===== src/rtl/uart_frame_pkg.sv =====
// Shared definitions for the UART receive path: framer FSM states, sample width,
// default frame header and bit timing shared with the receiver.
package uart_frame_pkg;

  typedef enum logic [1:0] {
    SYNC = 2'd0,
    LO   = 2'd1,
    HI   = 2'd2,
    FULL = 2'd3
  } framer_state_t;

  localparam int          SAMPLE_W       = 16;
  localparam logic [7:0]  DEFAULT_HEADER = 8'hA5;
  localparam int          CLKS_PER_BIT   = 434;

endpackage


===== src/rtl/sample_ram.sv =====
// Frame buffer: one synchronous write port, one registered read port.
// The array itself has no reset so it maps onto block RAM; only the read register resets.
module sample_ram #(
  parameter int DEPTH = 256,
  parameter int W     = 16,
  parameter int AW    = $clog2(DEPTH)
) (
  input  logic          i_clock,
  input  logic          i_clr,
  input  logic          i_we,
  input  logic [AW-1:0] i_waddr,
  input  logic [W-1:0]  i_wdata,
  input  logic [AW-1:0] i_raddr,
  output logic [W-1:0]  o_rdata
);

  logic [W-1:0] r_mem [DEPTH];

  always_ff @(posedge i_clock) begin
    if (i_we) r_mem[i_waddr] <= i_wdata;
  end

  always_ff @(posedge i_clock) begin
    if (i_clr) o_rdata <= '0;
    else       o_rdata <= r_mem[i_raddr];
  end

endmodule


===== src/rtl/uart_sample_framer.sv =====
// Aligns the received byte stream on a header byte, packs little-endian byte pairs
// into 16-bit samples and holds one complete frame until the FFT stage acknowledges it.
module uart_sample_framer
  import uart_frame_pkg::*;
#(
  parameter int         N_SAMPLES   = 256,
  parameter logic [7:0] HEADER      = DEFAULT_HEADER,
  parameter int         GAP_TIMEOUT = 43400,
  parameter int         AW          = $clog2(N_SAMPLES)
) (
  input  logic                clock,
  input  logic                clr,
  input  logic [7:0]          rx_data,
  input  logic                rx_valid,
  input  logic [AW-1:0]       rd_addr,
  output logic [SAMPLE_W-1:0] rd_data,
  output logic                frame_ready,
  input  logic                frame_ack,
  output logic [AW:0]         sample_count,
  output logic                overrun,
  output logic                resync,
  output logic [1:0]          dbg_state
);

  // Handshakes: rx_valid is a one-cycle strobe with no backpressure (a byte is consumed
  // in the cycle it is offered); frame_ready stays high until frame_ack is seen in FULL.

  localparam int          TW      = $clog2(GAP_TIMEOUT + 1);
  localparam logic [TW-1:0] TMO_V = TW'(GAP_TIMEOUT);
  localparam logic [AW:0] LAST_V  = (AW + 1)'(N_SAMPLES - 1);

  framer_state_t r_state;
  logic [AW:0]   r_count;
  logic [7:0]    r_low;
  logic [TW-1:0] r_timer;
  logic          r_overrun;
  logic          r_resync;

  logic                w_timeout;
  logic                w_we;
  logic [SAMPLE_W-1:0] w_wdata;

  assign w_timeout = (r_timer == TMO_V);
  assign w_we      = (r_state == HI) && rx_valid;
  assign w_wdata   = {rx_data, r_low};

  always_ff @(posedge clock) begin
    if (clr) begin
      r_state   <= SYNC;
      r_count   <= '0;
      r_low     <= '0;
      r_timer   <= '0;
      r_overrun <= 1'b0;
      r_resync  <= 1'b0;
    end else begin
      r_resync <= 1'b0;
      case (r_state)
        SYNC: begin
          r_timer <= '0;
          if (rx_valid && (rx_data == HEADER)) begin
            r_state <= LO;
            r_count <= '0;
          end
        end
        LO, HI: begin
          // A byte in the same cycle as the timeout wins and reloads the timer.
          if (rx_valid) begin
            r_timer <= '0;
            if (r_state == LO) begin
              r_low   <= rx_data;
              r_state <= HI;
            end else begin
              r_count <= r_count + 1'b1;
              r_state <= (r_count == LAST_V) ? FULL : LO;
            end
          end else if (w_timeout) begin
            r_state  <= SYNC;
            r_count  <= '0;
            r_timer  <= '0;
            r_resync <= 1'b1;
          end else begin
            r_timer <= r_timer + 1'b1;
          end
        end
        FULL: begin
          r_timer <= '0;
          if (rx_valid) r_overrun <= 1'b1;
          if (frame_ack) begin
            r_state <= SYNC;
            r_count <= '0;
          end
        end
        default: r_state <= SYNC;
      endcase
    end
  end

  sample_ram #(
    .DEPTH(N_SAMPLES),
    .W    (SAMPLE_W),
    .AW   (AW)
  ) u_ram (
    .i_clock(clock),
    .i_clr  (clr),
    .i_we   (w_we),
    .i_waddr(r_count[AW-1:0]),
    .i_wdata(w_wdata),
    .i_raddr(rd_addr),
    .o_rdata(rd_data)
  );

  assign frame_ready  = (r_state == FULL);
  assign sample_count = r_count;
  assign overrun      = r_overrun;
  assign resync       = r_resync;
  assign dbg_state    = r_state;

endmodule


===== config.mk =====
export PLATFORM = sky130hd
export DESIGN_NAME = uart_sample_framer
export DESIGN_NICKNAME = d
export VERILOG_FILES = /design/src/rtl/uart_frame_pkg.sv /design/src/rtl/sample_ram.sv /design/src/rtl/uart_sample_framer.sv
export SDC_FILE = /design/constraint.sdc
export NUM_CORES = 2
export LEC_CHECK = 0
export ABC_AREA = 1
export CAP_MARGIN = 20
export CORE_MARGIN = 1.5
export CORE_UTILIZATION = 30
export DETAILED_ROUTE_END_ITERATION = 12
export PLACE_DENSITY = 0.52
export SLEW_MARGIN = 5
export SYNTH_ARGS = -nofsm -noshare
export SYNTH_HDL_FRONTEND = slang
export SYNTH_HIERARCHICAL = 1
export SYNTH_SLANG_ARGS = --single-unit

===== constraint.sdc =====
create_clock -name clock -period 8.6 [get_ports clock]
set_input_delay 0.86 -clock clock [delete_from_list [all_inputs] [get_ports clock]]
set_output_delay 0.86 -clock clock [all_outputs]
set_load 0.01 [all_outputs]

## After elaboration in Yosys (flattened, before gate mapping)

Memories as Yosys holds them, arrays and structs flattened. A register that Yosys moved wholly into a read port is not among the register bits.
Index checks and enable logic that the tools add are counted.

| operators by class | value |
|---|---|
| $add $sub $neg | 2 |
| eq/ne operators | 10 |
| multiplexer cells | 19 |
| bitwise operators | 1 |
| reduce and logical (&&, ||, !) cells | 10 |

Operators with widths:

| kind | number |
|---|---|
| $mux 9 | 5 |
| $mux 16 | 2 |
| $pmux 16 s2 | 1 |
| $pmux 9 s3 | 1 |
| $add 16x1->16 const B | 1 |
| $eq 16x16->1 const B | 1 |
| $mux 2 | 6 |
| $add 9x1->9 const B | 1 |
| $eq 9x8->1 const B | 1 |
| $eq 8x8->1 const B | 1 |
| $ne 3x3->1 const B | 2 |
| $pmux 2 s3 | 1 |
| $reduce_and 3->1 | 2 |
| $eq 2x2->1 const B | 2 |
| $reduce_and 4->1 | 1 |
| $reduce_or 2->1 | 2 |
| $mux 1 | 3 |
| $reduce_or 3->1 | 1 |
| $eq 2x1->1 const B | 1 |
| $logic_and 1x1->1 | 2 |
| $logic_not 2->1 | 1 |
| $ne 2x1->1 const B | 1 |
| $ne 2x2->1 const B | 1 |
| $reduce_and 2->1 | 1 |
| $not 1->1 | 1 |

| word-level totals | value |
|---|---|
| bits in registers | 37 |
| bits in writable memories | 4096 |
| input bits | 20 |
| memories | 1 |

Memory list:

| memory | words | bits a word | read ports | clocked after memory_dff | wr ports | line | source |
|---|---|---|---|---|---|---|---|
| u_ram.r_mem | 256 | 16 | 1 | 1 | 1 | sample_ram.sv:17 | `logic [W-1:0] r_mem [DEPTH];` |

## Depth between registers and ports, before layout

| logic depth | value |
|---|---|
| word-level depth | 5 |
| depth in mapped cells | 15 |

## Cells and area by module

The synthesis kept the hierarchy.

By module, submodules not included:

| module | instances | cells an instance | area an instance (sq um) | seq. area each (sq um) |
|---|---|---|---|---|
| sample_ram | 1 | 13651 | 165941.7 | 123318.3 |
| uart_sample_framer | 1 | 290 | 2040.7 | 740.7 |

## Worst setup path after synthesis

OpenSTA, ideal clock, no wires.

| timing path | value |
|---|---|
| path type | reg-to-reg |
| from | register r_low[0] |
| to | memory u_ram.r_mem[0][0], data pin |
| library setup time | 856 ps |
| arrival time | 3398 ps |
| required time | 7744 ps |
| slack | 4347 ps |
| cell stages (with the launch flop) | 1 |
| path buffers | 0 |
| clock period less this slack | 4253 ps |
| path through | dfxtp_1 |

RTL lines:

| element | line | source |
|---|---|---|
| start, declared | uart_sample_framer.sv:34 | `logic [7:0] r_low;` |
| start signal, assigned | uart_sample_framer.sv:70 | `r_low <= rx_data;` |
| end, declared | sample_ram.sv:17 |  |

Straight into the memory's write port.

==> flow_summary.ini <==
[routing]
routed.top_layer = met5
first_pass_iters = 6
route.met2.wl_mm = 243.3
routed_wl_mm = 531.2
vias_per_cell = 5.082
drtIter0Drc = 12877
wl_met1_mm = 230.2
wl_met3_mm = 41.73
wl_per_cell_um = 24.44
antenna_left = 0
vias = 110443
drc = 0

[logic_synthesis]
yosysTopAreaCell = edfxtp_1
synth.top_cell.area_share = 0.7322
ys.flop_type = edfxtp_1
ys_ff_latch = 4149
ys_seq_area_frac = 0.7385
yosysUniqueCellTypes = 39
synthCells = 13941
yosys_warnings = 6
async_flop_share = 0
syn_avg_cell_area_um2 = 12.05
synth_nets = 13969
syn-cell-area_um2 = 168000
yosysMostFrequentCell = nand2_1
synth_edf_count = 4096
synth_common_cells = 4180 x nand2_1, 4096 x edfxtp_1, 3876 x nand3_1
synth.area.top_cells = edfxtp_1 73%, nand3_1 12%, nand2_1 9.3%, buf_2 1.4%, nor2_1 1.1%

[final_layout]
drive_above_1_share = 0.07737
postLayoutCoreUtil = 0.3414
fin_nets = 13942
postLayoutCellArea_um2 = 190200
area_growth_pct = 13.21

[placement]
gp_congestion = 0.8169
pre_cts_slack_ps = 3591
place_area_um2 = 176700
io_buffers = 49
dp_hpwl_mm = 286.8

[grt]
gr-usage-all-layers = 0.1809
antenna_found_initial = 25
grt_pass1_wl_mm = 758.4
overflow = 0
grt_pass1_vias = 101829
grt_max_degree = 187

[clocking]
post_cts_resized = 0
cts_buffers = 429
clockBufferDepth = 4
cts_tree = yes
cts_hold_buf = 0
htreeDepth = 5
cts.clk_slew.worst_paths_ps = 60
root_buffer = clkbuf_16
clk_latency_ps = 1110
clkSinkCount = 4149
cts_setup_buffers = 0

[floorplanning]
row_count = 274
pin_count = 50
start_util = 0.3015
dieArea_um2 = 564400
dieHeight_um = 751.3
dieWidth_um = 751.3
core_area_um2 = 557100

[worst_hold_path]
hold_end = u_ram/r_mem[218][11]
hold_path.class = in -> reg
whs_path_depth = 1
holdCritStartpoint = rx_data[3]

[sta]
max_slew_margin = 0.1496
setup_tns_ps = 0
fin_skew_ps = 117.2
postLayoutSetupSlackWorst_ps = 4407
grt_setup_unrepaired = no
hold_violations = 0
setup_viol = 0
fmax_mhz = 238.5
min_period_ps = 4193
worst_pin_slew_ps = 1276
slew_violations = 0
period_share = 0.4876

[run]
maxCapViolations = 0

[critical_path]
arrival_ps = 5120
reg2reg_depth = 5
r2r_setup_slack_ps = 5000
crit_fanout = 143
end_kind = flop
worstSetupStartpointType = input port
rr_startpoint = sample_count[4]
cp.required_ps = 9520
reg2reg_to = u_ram/r_mem[151][14]
path_class = in -> reg

[pwr]
p_leak_nw = 65.20
power.total_mw = 43.90
power_density_nw_per_um2 = 230.8
peakVddDrop_mv = 0.1834

[outcome]
status = finished, final reports clean
## worst max path at each step
stage | cells after the start | start | end
after detailed placement | 14 | rd_addr[0] | u_ram/o_rdata[8]
after global placement | 14 | rd_addr[0] | u_ram/o_rdata[8]
final | 14 | rd_addr[0] | u_ram/o_rdata[8]
after floorplan | 0 | r_low[0] | u_ram/r_mem[0][0]
after global routing | 14 | rd_addr[0] | u_ram/o_rdata[8]
after CTS | 14 | rd_addr[0] | u_ram/o_rdata[8]
## power breakdown
part | total (mW) | internal, mW | leakage (nW) | switching, mW
registers | 22.8 | 22.6 | 37.7 | 0.170
clock network | 18.0 | 10.1 | 6.53 | 7.97
logic | 3.09 | 0.640 | 20.9 | 2.45
total | 43.9 | 33.3 | 65.2 | 10.6
## per-layer routing
metal,track usage,vias up
li1,-,49588
met1,0.2577,55780
met2,0.2839,4350
met3,0.02963,717
met4,0.05412,8
met5,0,-
## worst max-delay path: stages
cell and delay, ps:
buf_16 190, inv_16 520, buf_12 570, buf_4 530
nand2_1 90, nand3_1 80, nand3_1 110, nand3_1 100
nand3_1 200, nand3_1 320, nand3_1 460, nand3_1 240
nand2_1 150, nor2_1 230
## cell type report
class	count	area, µm²
diodes	12	30.03
well taps	7452	9324
fillers	54592	366900
clock inverters	236	1994
inverters	78	346.6
clock buffers	551	11410
flip-flops and latches	4149	124100
repair buffers	484	4508
multi-input cells	8772	38470
## registers in the layout, summed over array words and instances (netlist names)
name,count
dbg_state,2
u_ram/o_rdata,16
overrun,1
r_low,8
r_timer,16
sample_count,9
resync,1
u_ram/r_mem,4096
## kinds of logic (layout without fill, tap and decap cells)
group,Yosys count,in the layout,share of synthesized area
adder cells (fa/ha/maj),8,8,0.0005959
buffers and inverters,1020,1349,0.03350
AO/OA/AOI/OAI,172,172,0.005512
flip-flops,4149,4149,0.7385
other,0,12,0
XOR/XNOR,2,2,0.0001043
AND/OR/NAND/NOR,8590,8590,0.2218
## placed cells by master, fill, tap and decap left out, types with 4 or more instances in the layout
cell type	Yosys	routed
diode_2	0	12
nand2_2	7	23
inv_16	0	7
ha_1	8	8
o21ai_1	8	8
edfxtp_1	4096	4096
bufinv_16	0	24
clkinv_1	5	129
dfxtp_4	0	8
dfxtp_1	53	45
buf_12	0	47
clkdlybuf4s50_1	0	34
o22ai_1	33	33
a21oi_1	51	51
nand4_1	4	4
inv_1	65	63
inv_2	6	4
clkinv_2	0	62
inv_8	0	4
nor3_1	6	6
buf_4	171	380
nor2_2	5	36
nand2_1	4180	4164
clkbuf_1	148	108
buf_16	0	4
o21ai_0	74	74
inv_6	0	5
nor2_4	2	10
clkinv_8	0	5
clkinv_16	0	8
buf_8	2	15
nand3_1	3876	3876
nor2_1	495	456
clkbuf_16	0	436
clkbuf_8	0	7
## per-stage QoR
stage / hold slack [ps] / cells
after global routing: 154.8 / 21725
after CTS: 125.0 / 21720
after floorplan: 451.0 / 13941
after global placement: 451.3 / 20926
final: 172.8 / 21734
after detailed placement: 462.4 / 20933
Note: power is estimated with default switching activity, not from simulation.
